File: src/rtl/mmio_timer_if.sv
// mmio_timer_if: core <-> timer peripheral data-memory bus.
//   addr      byte address from the core
//   wdata     store data
//   mem_read  load strobe
//   mem_write store strobe
//   hit       peripheral window decode (combinational, from the slave)
//   rdata     read data (combinational, from the slave, zero when not selected)
interface mmio_timer_if;
  logic [31:0] addr;
  logic [31:0] wdata;
  logic        mem_read;
  logic        mem_write;
  logic        hit;
  logic [31:0] rdata;

  modport master (output addr, wdata, mem_read, mem_write, input hit, rdata);
  modport slave  (input addr, wdata, mem_read, mem_write, output hit, rdata);
endinterface

File: src/rtl/mmio_timer.sv
// mmio_timer: memory-mapped reloadable up-counter with interrupt request.
//
// Ports:
//   clk    system clock, rising edge
//   reset  synchronous active-high reset
//   bus    mmio_timer_if.slave (addr, wdata, mem_read, mem_write -> hit, rdata)
//   irq    registered interrupt request (IE & IF, one cycle late)
//
// Register map (word offsets, addr[1:0] ignored):
//   0x00 TH reload, 0x04 TL counter, 0x08 TCON {IF,IE,EN}, 0x14 SYSTICK (RO).
//
// Build option: define MMIO_TIMER_SYSTICK_EN to add the free-running SYSTICK
// cycle counter; without it offset 0x14 reads 0.
module mmio_timer #(
  parameter logic [31:0] BASE_ADDR = 32'h4000_0000,
  parameter int          PRESCALE  = 1
) (
  input  logic         clk,
  input  logic         reset,
  mmio_timer_if.slave  bus,
  output logic         irq
);

  localparam logic [15:0] PRE_MAX = 16'(PRESCALE - 1);

  logic [31:0] r_th;
  logic [31:0] r_tl;
  logic        r_en;
  logic        r_ie;
  logic        r_if;
  logic [15:0] r_pre;
  logic        r_irq;

  logic        w_hit;
  logic [2:0]  w_off;
  logic        w_wr;
  logic        w_tick;
  logic        w_ovf;
  logic        w_set_if;
  logic [31:0] w_systick;
  logic [31:0] w_rsel;
  logic        w_unused;

  assign w_hit    = (bus.addr[31:5] == BASE_ADDR[31:5]);
  assign w_off    = bus.addr[4:2];
  assign w_wr     = bus.mem_write & w_hit;
  assign w_tick   = r_en & (r_pre == PRE_MAX);
  assign w_ovf    = w_tick & (&r_tl);
  assign w_set_if = w_ovf & r_ie;
  assign w_unused = &{1'b0, bus.addr[1:0]};

  always_ff @(posedge clk) begin
    if (reset) begin
      r_th  <= '0;
      r_tl  <= '0;
      r_en  <= 1'b0;
      r_ie  <= 1'b0;
      r_if  <= 1'b0;
      r_pre <= '0;
      r_irq <= 1'b0;
    end else begin
      // prescaler freezes (keeps its phase) while disabled
      if (r_en)
        r_pre <= w_tick ? '0 : r_pre + 16'd1;

      // TH reload on overflow below uses r_th before this write lands
      if (w_wr && w_off == 3'd0)
        r_th <= bus.wdata;

      // software write beats tick/overflow
      if (w_wr && w_off == 3'd1)
        r_tl <= bus.wdata;
      else if (w_ovf)
        r_tl <= r_th;
      else if (w_tick)
        r_tl <= r_tl + 32'd1;

      // an overflow-driven IF set is never lost to a same-cycle clear
      if (w_wr && w_off == 3'd2) begin
        r_en <= bus.wdata[0];
        r_ie <= bus.wdata[1];
        r_if <= bus.wdata[2] | w_set_if;
      end else if (w_set_if) begin
        r_if <= 1'b1;
      end

      r_irq <= r_ie & r_if;
    end
  end

`ifdef MMIO_TIMER_SYSTICK_EN
  logic [31:0] r_systick;

  always_ff @(posedge clk) begin
    if (reset) r_systick <= '0;
    else       r_systick <= r_systick + 32'd1;
  end

  assign w_systick = r_systick;
`else
  assign w_systick = '0;
`endif

  always_comb begin
    w_rsel = '0;
    case (w_off)
      3'd0:    w_rsel = r_th;
      3'd1:    w_rsel = r_tl;
      3'd2:    w_rsel = {29'd0, r_if, r_ie, r_en};
      3'd5:    w_rsel = w_systick;
      default: w_rsel = '0;
    endcase
  end

  // zero-latency read: valid in the same cycle as mem_read
  assign bus.hit   = w_hit;
  assign bus.rdata = (bus.mem_read && w_hit) ? w_rsel : 32'h0;
  assign irq       = r_irq;

endmodule

File: src/flat_wrapper.sv
// flat-port wrapper written by rule: the top's interface ports become plain ports
module mmio_timer_flat 
#(
  parameter logic [31:0] BASE_ADDR = 32'h4000_0000,
  parameter int          PRESCALE  = 1
)
  (clk, reset, irq, bus_addr, bus_wdata, bus_mem_read, bus_mem_write, bus_hit, bus_rdata);
  mmio_timer_if bus_i ();
  input  logic clk;
  input  logic reset;
  output logic irq;
  input wire logic [$bits(bus_i.addr)-1:0] bus_addr;
  input wire logic [$bits(bus_i.wdata)-1:0] bus_wdata;
  input wire logic [$bits(bus_i.mem_read)-1:0] bus_mem_read;
  input wire logic [$bits(bus_i.mem_write)-1:0] bus_mem_write;
  output wire logic [$bits(bus_i.hit)-1:0] bus_hit;
  output wire logic [$bits(bus_i.rdata)-1:0] bus_rdata;
  assign bus_i.addr = bus_addr;
  assign bus_i.wdata = bus_wdata;
  assign bus_i.mem_read = bus_mem_read;
  assign bus_i.mem_write = bus_mem_write;
  assign bus_hit = bus_i.hit;
  assign bus_rdata = bus_i.rdata;
  mmio_timer #(.BASE_ADDR(BASE_ADDR), .PRESCALE(PRESCALE)) u_core (.clk(clk), .reset(reset), .bus(bus_i), .irq(irq));
endmodule
File: config.mk
export PLATFORM = sky130hd
export DESIGN_NAME = mmio_timer_flat
export DESIGN_NICKNAME = d
export VERILOG_FILES = /design/src/rtl/mmio_timer_if.sv /design/src/rtl/mmio_timer.sv /design/src/flat_wrapper.sv
export SDC_FILE = /design/constraint.sdc
export NUM_CORES = 1
export LEC_CHECK = 0
export ABC_AREA = 1
export BUFFER_PORTS_ARGS = -buffer_cell sky130_fd_sc_hd__buf_2
export CORE_MARGIN = 5
export CORE_UTILIZATION = 30
export CTS_BUF_LIST = sky130_fd_sc_hd__clkbuf_16
export DETAILED_ROUTE_END_ITERATION = 8
export MAX_ROUTING_LAYER = met4
export SLEW_MARGIN = 0
export SYNTH_ARGS = -nofsm -noshare
export SYNTH_HDL_FRONTEND = slang
export SYNTH_SLANG_ARGS = --single-unit
File: constraint.sdc
create_clock -name clk -period 1.8 [get_ports clk]
set_clock_uncertainty 0.2 [all_clocks]
set_input_delay 0.27 -clock clk [delete_from_list [all_inputs] [get_ports clk]]
set_output_delay 0.27 -clock clk [all_outputs]
set_load 0.02 [all_outputs]
==> out/results.tsv <==
stage	metric	value	unit
run_status	status	finished with violations	
run_status	failing checks	negative setup slack	
pwr	P_int	3.344	mW
setup_path	critical path type	primary input to primary output	
routing	final WL	21.21	mm
synth	Synth Instances	978	
routing	DRC viols	0	
synth	Syn. warnings	0	
setup_path	startpoint type of the worst setup path	primary input	
place	DP HPWL	15.65	mm
place	gpl congestion	0.9460	
run	max_cap viols	0	
pwr	Net Sw Power	0.9371	mW
cts	CTS tree	yes	
synth	Net Count, Synth	1049	
setup_path	CP arrival	1610	ps
global_routing	total global-route track usage	19.52	%
cts	number of H-tree levels	3	
global_routing	vias in the first global route	6880	
synth	Post-synth EDFFs	0	
synth	top_reg_cell synth	dfxtp_1	
synth	Synth Register Bits	84	
global_routing	GRT Residual Overflow	0	
synth	post-synthesis sequential area ratio	29.64	%
routing	WL/cell	14.40	µm
global_routing	largest net degree at the start of global routing	58	
cts	CTS Buffer Depth	2	
sta	final setup vio count	66	
synth	syn avg cell area	5.802	µm²
synth	Mapped Area	5674	µm²
floorplanning	IO Pins	102	
sta	slew margin rel.	79.22	%
sta	Final WS setup	-278.7	ps
finish	Layout area overhead	64.50	%
sta	Fin. Hold Viols	0	
sta	setup TNS	-13440	ps
floorplanning	Die Footprint	21770	µm²
cts	Worst-path clk slew	60	ps
pwr	total power	4.281	mW
floorplanning	die height	147.5	µm
place	Port-buffer cells	99	
synth	Synth cell types	40	
pwr	power share of the sequential group	43.4	%
setup_path	Setup crit end kind	primary output	
sta	Highest Clock Rate	481.1	MHz
routing	DRT antenna net count	0	
cts	CTS sink count	84	
routing	violation count after the first detailed-route iteration	411	
sta	Worst Tran Pin Value	311.7	ps
pwr	Logic pwr share	6.9	%
sta	Final Critical Period	2079	ps
routing	via count	7069	
sta	RSZ-0062 raised after global routing	yes	
hold_path	Hold WC Path Type	primary input to flip-flop	
pwr	IR Drop Worst-Case VDD	0.0004217	V
routing	drt pass-1 iters	5	
setup_path	Critical Path RT	1330	ps
setup_path	Crit-path slowest cell	clkbuf_16	
setup_path	CP peak stage delay	220	ps
floorplanning	core area	18640	µm²
finish	Filler cells	1882	
cts	CTS buffer count	9	
sta	Final Cycle Share	115.5	%
global_routing	first-pass GRT wire length	33.71	mm
floorplanning	DIE WIDTH	147.5	µm
floorplanning	initial cell density of the core	30.44	%
routing	Avg Vias per Cell	4.799	
sta	worst hold-check slack	0.7302	ps
pwr	Pwr Density	458.7	nW/µm²
cts	CTS root buffer	clkbuf_16	
floorplanning	site row count	50	
setup_path	CP Cell Sequence	buf_6, nor2_2, nand2_1, nor2_1, nand2_1, nor2_4, o211ai_1, clkbuf_16, buf_12, a21oi_4, buf_6	
global_routing	initial antenna violation count	0	
finish	# diodes	0	
finish	ratio of cells with drive above 1 in the final layout	35.35	%
cts	Worst-Skew Late Latency	350	ps
finish	Final nets	1305	
pwr	sw frac	21.89	%
synth	asr flop ratio synth	0	%
pwr	leak pwr	3.886	nW
sta	Slew Limit Fails	0	
pwr	clock share of power	49.7	%
setup_path	maximum fanout along the worst path	8	
## worst max-delay path, delay by kind of cell
kind | cells | cell delay [ps]
AO/OA/AOI/OAI | 2 | 260
buffers and inverters | 4 | 600
AND/OR/NAND/NOR | 5 | 450
## final cells by class
class                      instances  area (µm²)  share of cell area, %
tap                              234       292.8                  3.137
clock inverter                     7       106.4                  1.139
multi-input combinational        784        4268                  45.72
inverter                          74       291.5                  3.123
clock buffer                       9       225.2                  2.413
timing repair buffer             281        2460                  26.35
sequential                        84        1690                  18.11
## what timing repair did
item | in CTS | in global routing
hold buffers | 12 | 0
pin swaps | 36 | 49
endpoints found under the hold margin | 12 | 0
gates resized for setup | 139 | 55
gates cloned | 1 | 2
buffers inserted | 4 | 8
endpoints found under the setup margin | 67 | 74
## through the flow
stage,cells,cell area [µm²],setup slack (ps),utilization (%)
3_3_place_gp,1431,8069,-290.8,43.28
2_1_floorplan,978,6106,-170.1,-
6_report,1473,9334,-278.7,50.07
3_5_place_dp,1431,8069,-343.0,43.28
5_1_grt,1473,9334,-357.0,50.07
4_1_cts,1464,9025,-286.1,48.41
## power groups by stage
stage          registers [mW]  logic, mW  clock network (mW)
6_report                 1.86      0.296                2.13
5_1_grt                  1.86      0.320                2.23
4_1_cts                  1.86      0.282                2.16
3_5_place_dp             1.90      0.251                   0
3_3_place_gp             1.90      0.250                   0
2_1_floorplan            1.90     0.0754                   0
## final timing paths
kind	startpoint	endpoint	slack, ps	cells after the start
worst max-delay path	bus_addr[11]	bus_rdata[26]	-280	11
worst min-delay path	bus_wdata[16]	u_core.r_th[16]$_SDFFE_PP0P_	0.7	3
worst max register to register	u_core.r_pre[0]$_SDFFE_PP0P_	u_core.r_tl[22]$_SDFFE_PP0P_	-210	15
worst min register to register	u_core.r_if$_SDFFE_PP0P_	u_core.irq$_SDFF_PP0_	270	2
## layer usage
layer  share of wire, %  global-route usage (%)  up-vias
met3                2.9                   2.299       26
met1                 46                   24.46     3293
li1                   -                       -     3629
met4                2.0                   6.104        0
met2                 49                   32.97      121
met5                  0                       -        -
## cell usage after synthesis (2+ instances only)
cell type	number	area share (%)
nand2_2	7	0.77
clkinv_1	2	0.13
nand2_4	3	0.60
nand4_1	3	0.33
inv_1	67	4.4
xor2_1	13	2.0
nand3b_1	8	1.1
buf_1	3	0.20
xnor2_1	5	0.77
o211ai_1	2	0.26
o21ai_0	12	1.1
inv_2	4	0.26
buf_6	2	0.40
nor3_1	7	0.62
dfxtp_1	84	30
o21ai_1	4	0.35
nor2_8	2	0.71
nand3_1	94	8.3
nor3b_1	3	0.40
a21oi_1	86	7.6
clkbuf_1	24	1.6
nand2_1	328	22
nor2_2	5	0.55
ha_1	3	0.66
a31oi_1	4	0.44
nor2_1	180	12
buf_4	4	0.53
buf_2	4	0.35
nor2_4	4	0.79
## flip-flops by register name (all words and copies together), names as in the netlist
name / cells
u_core.irq: 1
u_core.r_en: 1
u_core.r_ie: 1
u_core.r_if: 1
u_core.r_pre: 16
u_core.r_th: 32
u_core.r_tl: 32
## cells in the final DEF, fill, tap and decap left out, types with 7 or more instances in the layout
cell,netlist,final
nand2_1,328,302
nor2_1,180,159
a21oi_1,86,48
inv_1,67,60
dfxtp_2,0,7
inv_2,4,10
nor2_4,4,11
xor2_1,13,13
o21ai_0,12,11
buf_4,4,135
a21oi_2,1,10
buf_2,4,57
nand2_2,7,30
nor2_2,5,19
dlygate4sd3_1,0,12
nand3_1,94,79
buf_6,2,58
buf_12,0,14
dfxtp_1,84,77
nand3_2,0,15
a21oi_4,0,29
nand3b_1,8,8
clkbuf_16,0,11
## kinds of logic (layout without fill, tap and decap cells)
| family | after synthesis | count (layout) | share of synthesized area, % |
|---|---|---|---|
| simple gates | 649 | 650 | 48.47 |
| fa+ha+maj | 3 | 3 | 0.6616 |
| buf+inv | 111 | 371 | 8.049 |
| xor+xnor | 18 | 18 | 2.778 |
| compound gates | 113 | 113 | 10.41 |
| flops | 84 | 84 | 29.64 |
(Power assumes the default switching activity.)
